==> src/rtl/imm_encode.sv <==
// Immediate-load encoder: turns a 32-bit constant into one ADDI/LUI word or a LUI+ORI pair.
// Optional build macro IMMENC_STATS_EN adds saturating stat_words / stat_split counters.
module imm_encode #(
  parameter logic [5:0] OPC_ADDI = 6'h08,
  parameter logic [5:0] OPC_LUI  = 6'h0F,
  parameter logic [5:0] OPC_ORI  = 6'h0D
) (
  input  logic        clk,
  input  logic        rst_n,
  input  logic        in_valid,
  output logic        in_ready,
  input  logic [31:0] in_value,
  input  logic [4:0]  in_rd,
  output logic        out_valid,
  input  logic        out_ready,
  output logic [31:0] out_instr,
  output logic        out_last
`ifdef IMMENC_STATS_EN
  ,
  output logic [15:0] stat_words,
  output logic [15:0] stat_split
`endif
);

  typedef enum logic [1:0] {IDLE, EMIT, EMIT2} state_t;

  state_t      state;
  logic        vld_p0;
  logic        last_p0;
  logic [31:0] instr_p0;
  logic [4:0]  rd_p0;
  logic [15:0] lo_p0;
  logic        in_hs;
  logic        out_hs;

  // Fits the sign-extended 16-bit immediate of ADDI.
  function automatic logic is_short(input logic [31:0] v);
    logic signed [31:0] sv;
    sv = v;
    return (sv >= -32'sd32768) && (sv <= 32'sd32767);
  endfunction

  function automatic logic is_split(input logic [31:0] v);
    return !is_short(v) && (v[15:0] != 16'h0000);
  endfunction

  function automatic logic [31:0] first_word(input logic [31:0] v, input logic [4:0] rd);
    if (is_short(v))
      return {OPC_ADDI, 5'd0, rd, v[15:0]};
    else
      return {OPC_LUI, 5'd0, rd, v[31:16]};
  endfunction

  function automatic logic [15:0] sat_inc16(input logic [15:0] x);
    return (x == 16'hFFFF) ? x : x + 16'd1;
  endfunction

  assign out_hs    = vld_p0 & out_ready;
  assign in_ready  = (state == IDLE) | (out_hs & last_p0);
  assign in_hs     = in_valid & in_ready;
  assign out_valid = vld_p0;
  assign out_instr = instr_p0;
  assign out_last  = last_p0;

  // Accept stage: a new constant always wins over retiring the previous last word.
  always_ff @(posedge clk or negedge rst_n) begin
    if (!rst_n) begin
      state    <= IDLE;
      vld_p0   <= 1'b0;
      last_p0  <= 1'b0;
      instr_p0 <= 32'h0;
    end else if (in_hs) begin
      state    <= EMIT;
      vld_p0   <= 1'b1;
      instr_p0 <= first_word(in_value, in_rd);
      last_p0  <= !is_split(in_value);
    end else if (out_hs) begin
      if (!last_p0) begin
        state    <= EMIT2;
        instr_p0 <= {OPC_ORI, rd_p0, rd_p0, lo_p0};
        last_p0  <= 1'b1;
      end else begin
        state    <= IDLE;
        vld_p0   <= 1'b0;
      end
    end
  end

  // Operands for the ORI word, captured once so later input changes cannot leak in.
  always_ff @(posedge clk) begin
    if (in_hs) begin
      rd_p0 <= in_rd;
      lo_p0 <= in_value[15:0];
    end
  end

`ifdef IMMENC_STATS_EN
  always_ff @(posedge clk or negedge rst_n) begin
    if (!rst_n) begin
      stat_words <= 16'h0;
      stat_split <= 16'h0;
    end else begin
      if (out_hs)
        stat_words <= sat_inc16(stat_words);
      if (in_hs && is_split(in_value))
        stat_split <= sat_inc16(stat_split);
    end
  end
`endif

endmodule

==> config.mk <==
export PLATFORM = sky130hd
export DESIGN_NAME = imm_encode
export DESIGN_NICKNAME = d
export VERILOG_FILES = /design/src/rtl/imm_encode.sv
export SDC_FILE = /design/constraint.sdc
export NUM_CORES = 1
export LEC_CHECK = 0
export BUFFER_PORTS_ARGS = -buffer_cell sky130_fd_sc_hd__buf_4
export CAP_MARGIN = 20
export CORE_ASPECT_RATIO = 0.5
export CORE_MARGIN = 4
export CORE_UTILIZATION = 45
export DETAILED_ROUTE_END_ITERATION = 8
export PLACE_DENSITY_LB_ADDON = 0.15
export SLEW_MARGIN = 0
export SYNTH_ARGS = -nofsm -noshare
export SYNTH_HDL_FRONTEND = slang
export SYNTH_SLANG_ARGS = --single-unit
export TNS_END_PERCENT = 20
==> constraint.sdc <==
create_clock -name clk -period 2.45 [get_ports clk]
set_clock_uncertainty 0.2 [all_clocks]
set_input_delay 0.49 -clock clk [delete_from_list [all_inputs] [get_ports clk]]
set_output_delay 0.49 -clock clk [all_outputs]
set_load 0.01 [all_outputs]
## Word-level counts from Yosys, hierarchy flattened

Index checks and enable logic that the tools add are counted.

| cells by class | value |
|---|---|
| order comparisons | 2 |
| equality and inequality tests | 1 |
| muxes and demuxes | 12 |
| bitwise gates (word level) | 4 |
| reductions and logical operators | 10 |

Operators with widths:

| operator | number |
|---|---|
| 32-bit two-way mux | 3 |
| 32-bit by 16-bit greater-or-equal comparator with 1-bit output, second input constant | 1 |
| 32-bit by 16-bit less-or-equal comparator with 1-bit output, second input constant | 1 |
| 29-bit two-way mux | 1 |
| 16-bit nonzero test | 1 |
| 2-bit two-way mux | 3 |
| 1-bit two-way mux | 5 |
| 2-bit AND reduction | 2 |
| 2-bit nonzero test | 2 |
| 1-bit bitwise AND | 3 |
| 1-bit logical AND | 2 |
| 1-bit zero test | 2 |
| 2-bit zero test | 1 |
| 2-bit by 1-bit != test with 1-bit output, second input constant | 1 |
| 1-bit bitwise OR | 1 |

| storage, ports and cells | value |
|---|---|
| register bits | 57 |
| input port bits | 41 |
| output and inout port bits | 35 |
| logic and storage cells | 35 |

## Logic depth before layout (Yosys ltp)

| depth | value |
|---|---|
| word-level depth | 6 |
| mapped depth | 7 |
| mapped depth without buffers | 5 |

## Least setup slack after synthesis

Ideal clock, no wire load.

| timing | value |
|---|---|
| path kind | input-to-reg |
| start point | input out_ready |
| end point | register lo_p0[0] (enable) |
| setup time | 394 ps |
| arrival | 1,802 ps |
| required time | 1,856 ps |
| path slack | 54 ps |
| stages on the path | 5 |
| path buffers | 2 |
| cells stage by stage | and3_1 -> o21ai_1 -> buf_2 -> inv_1 -> clkbuf_1 |

| between the ends | value |
|---|---|
| word-level cells in the longest chain between the ends | 4 |

Ends and longest elaborated chain:

| item | line | RTL |
|---|---|---|
| start: declaration | 15 | `input logic out_ready,` |
| 1-bit bitwise AND | 58 | `assign out_hs = vld_p0 & out_ready;` |
| 1-bit bitwise AND | 59 | `assign in_ready = (state == IDLE) \| (out_hs & last_p0);` |
| 1-bit bitwise OR | 59 |  |
| 1-bit bitwise AND | 60 | `assign in_hs = in_valid & in_ready;` |
| named net in_hs | 33 | `logic in_hs;` |
| end signal: assignment | 93 | `lo_p0 <= in_value[15:0];` |
| end: declaration | 32 | `logic [15:0] lo_p0;` |

The timed path passes the listed nets, and every way through them passes these cells.
A chain may end at the register's enable or synchronous reset.

## Worst setup path after layout

| timing | value |
|---|---|
| start point | register vld_p0, in the netlist out_valid |
| end point | register instr_p0[0], in the netlist out_instr[0] |

| between the ends | value |
|---|---|
| word-level cells in the longest chain between the ends | 6 |
| elaborated cells on any way between the ends | 8 |
| classes of those cells | 1 x eq/ne; 1 x mux; 4 x bitwise; 2 x reduce/logical |

Ends and longest elaborated chain:

| item | line | RTL |
|---|---|---|
| start: declaration | 28 | `logic vld_p0;` |
| start signal: assignment | 69 | `vld_p0 <= 1'b0;` |
| start signal: assignment | 74 | `vld_p0 <= 1'b1;` |
| start signal: assignment | 84 | `vld_p0 <= 1'b0;` |
| 1-bit bitwise AND (*) | 58 |  |
| 1-bit bitwise AND | 59 |  |
| 1-bit bitwise OR | 59 |  |
| 1-bit bitwise AND | 60 |  |
| 2-bit by 1-bit != test with 1-bit output (no source line) / 2-bit nonzero test (equally long branches) | - |  |
| 2-bit AND reduction (no source line) | - |  |
| end signal: assignment | 75 | `instr_p0 <= first_word(in_value, in_rd);` |
| end signal: assignment | 80 | `instr_p0 <= {OPC_ORI, rd_p0, rd_p0, lo_p0};` |
| end: declaration | 30 | `logic [31:0] instr_p0;` |

Mark *: on every way between the ends. The rest lies on a longest branch, timed or not.

==> flow_summary.ini <==
[run_status]
status = finished, final reports clean

[sta]
finalCritPeriodShare = 0.9259
maxSlewHeadroom = 0.6320
fin_tns_setup_ps = 0
fmax_ghz = 0.4408
hold_ws_ps = 173.1
rsz0062_at_grt = false
drv_slew = 0
post-route-min-period_ps = 2269
hold_viol = 0
tightest_slew_ps = 552.1
setup_viol = 0

[clock_tree]
cts.htree.levels = 2
clock_path_buffers = 2
clk_latency_ps = 300
cts_tree = done
cts-root-buf = clkbuf_8
clkSinkCount = 54
holdBufCountCts = 1
cts.clk_slew.worst_paths_ps = 90
cts_setup_buffers = 0
cts_inserted_buffers = 5
cts_resized = 0

[layout]
nets = 331
antennaDiodeCount = 0
drive_gt1_frac = 0.4000
area_delta_synth_final_pct = 37.81
final_util = 0.6480
final_cell_area_um2 = 3211
fillers = 427

[synthesis]
synth.avg_cell_area_um2 = 11.77
synthFlopType = dfrtp_1
yosys.area.top_type_share = 0.3545
synthAdderAreaFrac = 0
ys_ff_latch = 54
synth_simple_gate_area_frac = 0.1477
synth_area_leaders = dfrtp_1, edfxtp_1, a21oi_1
synthTopCellsByCount = dfrtp_1, nor2_1, a21oi_1, edfxtp_1, nand3_1
synthDistinctLibCells = 35
async_flop_share = 0.6111
syn_area_um2 = 2330
synth_edf_count = 21
synth_compound_area_frac = 0.1617
ys_seq_area_frac = 0.6251
yosysWarnings = 0
syn_inst = 198
synth.most_common_cell = dfrtp_1
muxShareOfSynthArea = 0.02148
synth_top_family_by_area = compound AO/OA/AOI/OAI gates
synthXorXnorAreaFrac = 0
yosys.area.top_type = dfrtp_1

[power]
peakVddDrop_mv = 0.5265
power_density_nw_per_um2 = 1093
power.total_mw = 3.510
p_leak_nw = 1.356

[setup_path]
r2r_cells = 7
worst_setup_path_end_kind = flop
arrival_ps = 2240
critPathLaunchType = flop
timing.rr.start = out_valid
cp_max_fo = 28
required_ps = 2420
r2r_end = out_instr[0]
r2r_slack_ps = 180
path_class = flop to flop

[die]
core_area_um2 = 4955
die-area_um2 = 6462
fp.dieH_um = 58.88
ios = 76
row_count = 18
die_w_um = 109.8
start_util = 0.4702

[route]
routedWlPerCell_um = 16.56
vias = 1949
drtIter0Drc = 125
wl_um = 5962
ant_nets = 0
route.detailed.drc = 0
first_pass_iters = 4
via_per_inst = 5.414

[global_route]
grt_pass1_wl_um = 9715
grt_pass1_vias = 1988
grt_start_max_net_pins = 34
track_usage = 0.2004
antenna_found_initial = 0
grt_overflow_total = 0

[worst_hold_path]
min-delay-path-class = input port to flop
hold_path_depth = 1
hold_end = rd_p0[1]
hp-start = in_rd[1]

[placement]
place_hpwl_um = 4284
place_area_um2 = 3077
port_buffers = 73
gp_congestion = 0.8070

[flow_run]
drv_cap = 0
## logic make-up (layout without fill, tap and decap cells)
family                 after synthesis  after routing
other                                1              2
buffers and inverters               16            107
AND/OR/NAND/NOR                     71             71
multiplexers                         5              5
flip-flops                          54             54
AO/OA/AOI/OAI                       51             51
## registers in the layout (all words and copies together) (netlist names)
| register | cells |
|---|---|
| state | 2 |
| out_last | 1 |
| rd_p0 | 5 |
| out_instr | 29 |
| lo_p0 | 16 |
| out_valid | 1 |
## worst max-delay path: stages, from the launching register on
cell	delay, ps
dfrtp_1	420
and3_1	220
o21ai_2	170
buf_4	360
inv_1	290
buf_4	280
nand3_1	90
a31oi_1	110
## how the worst max path moves through the flow
stage	end	start	slack, ps
floorplan	lo_p0[0]	out_ready	50
global placement	out_instr[6]	in_value[19]	-80
detailed placement	out_instr[0]	in_value[19]	-190
CTS	out_instr[0]	out_valid	40
global route	out_instr[7]	out_valid	10
finish	out_instr[0]	out_valid	180
## through the flow
| stage | worst slack (ps) | cells |
|---|---|---|
| after floorplan | 54.38 | 199 |
| after global placement | -79.15 | 351 |
| after detailed placement | -188.3 | 351 |
| after CTS | 39.74 | 359 |
| after global routing | 10.18 | 360 |
| final | 181.5 | 360 |
## power by group
part,internal (mW),leakage (nW),switching (mW)
sequential,1.28,0.572,0.161
clock,0.327,0.0573,0.278
combinational,0.698,0.727,0.767
## layout by cell type (no fill, tap or decap), drive strengths merged, types with 2 or more instances in the layout
cell / Yosys / routed
a21oi: 23 / 23
buf: 10 / 98
nor3: 6 / 6
dfrtp: 33 / 33
a22o: 6 / 6
nor2: 26 / 26
nor4: 6 / 6
a21o: 2 / 2
nand3: 17 / 17
conb: 1 / 2
clkbuf: 5 / 6
nand2: 6 / 6
edfxtp: 21 / 21
and3: 2 / 2
nand4: 4 / 4
mux2i: 5 / 5
a221oi: 16 / 16
## area by class of cell
cell class	count	area, µm²	area share
sequential	54	1456	0.4536
multi-input combinational	129	788.3	0.2455
timing repair buffer	99	762.0	0.2373
tap	70	87.58	0.02728
clock buffer	6	82.58	0.02572
clock inverter	1	30.03	0.009353
inverter	1	3.754	0.001169
## layer usage
metal	part of all wire	up-vias	wire [µm]	track usage
met5	0	-	0	0
met4	0.0089	0	53	0.04263
met3	0.082	6	486	0.06791
met2	0.48	69	2876	0.3226
met1	0.43	946	2545	0.2677
li1	-	928	-	-
Note: power is estimated with default switching activity, not from simulation.
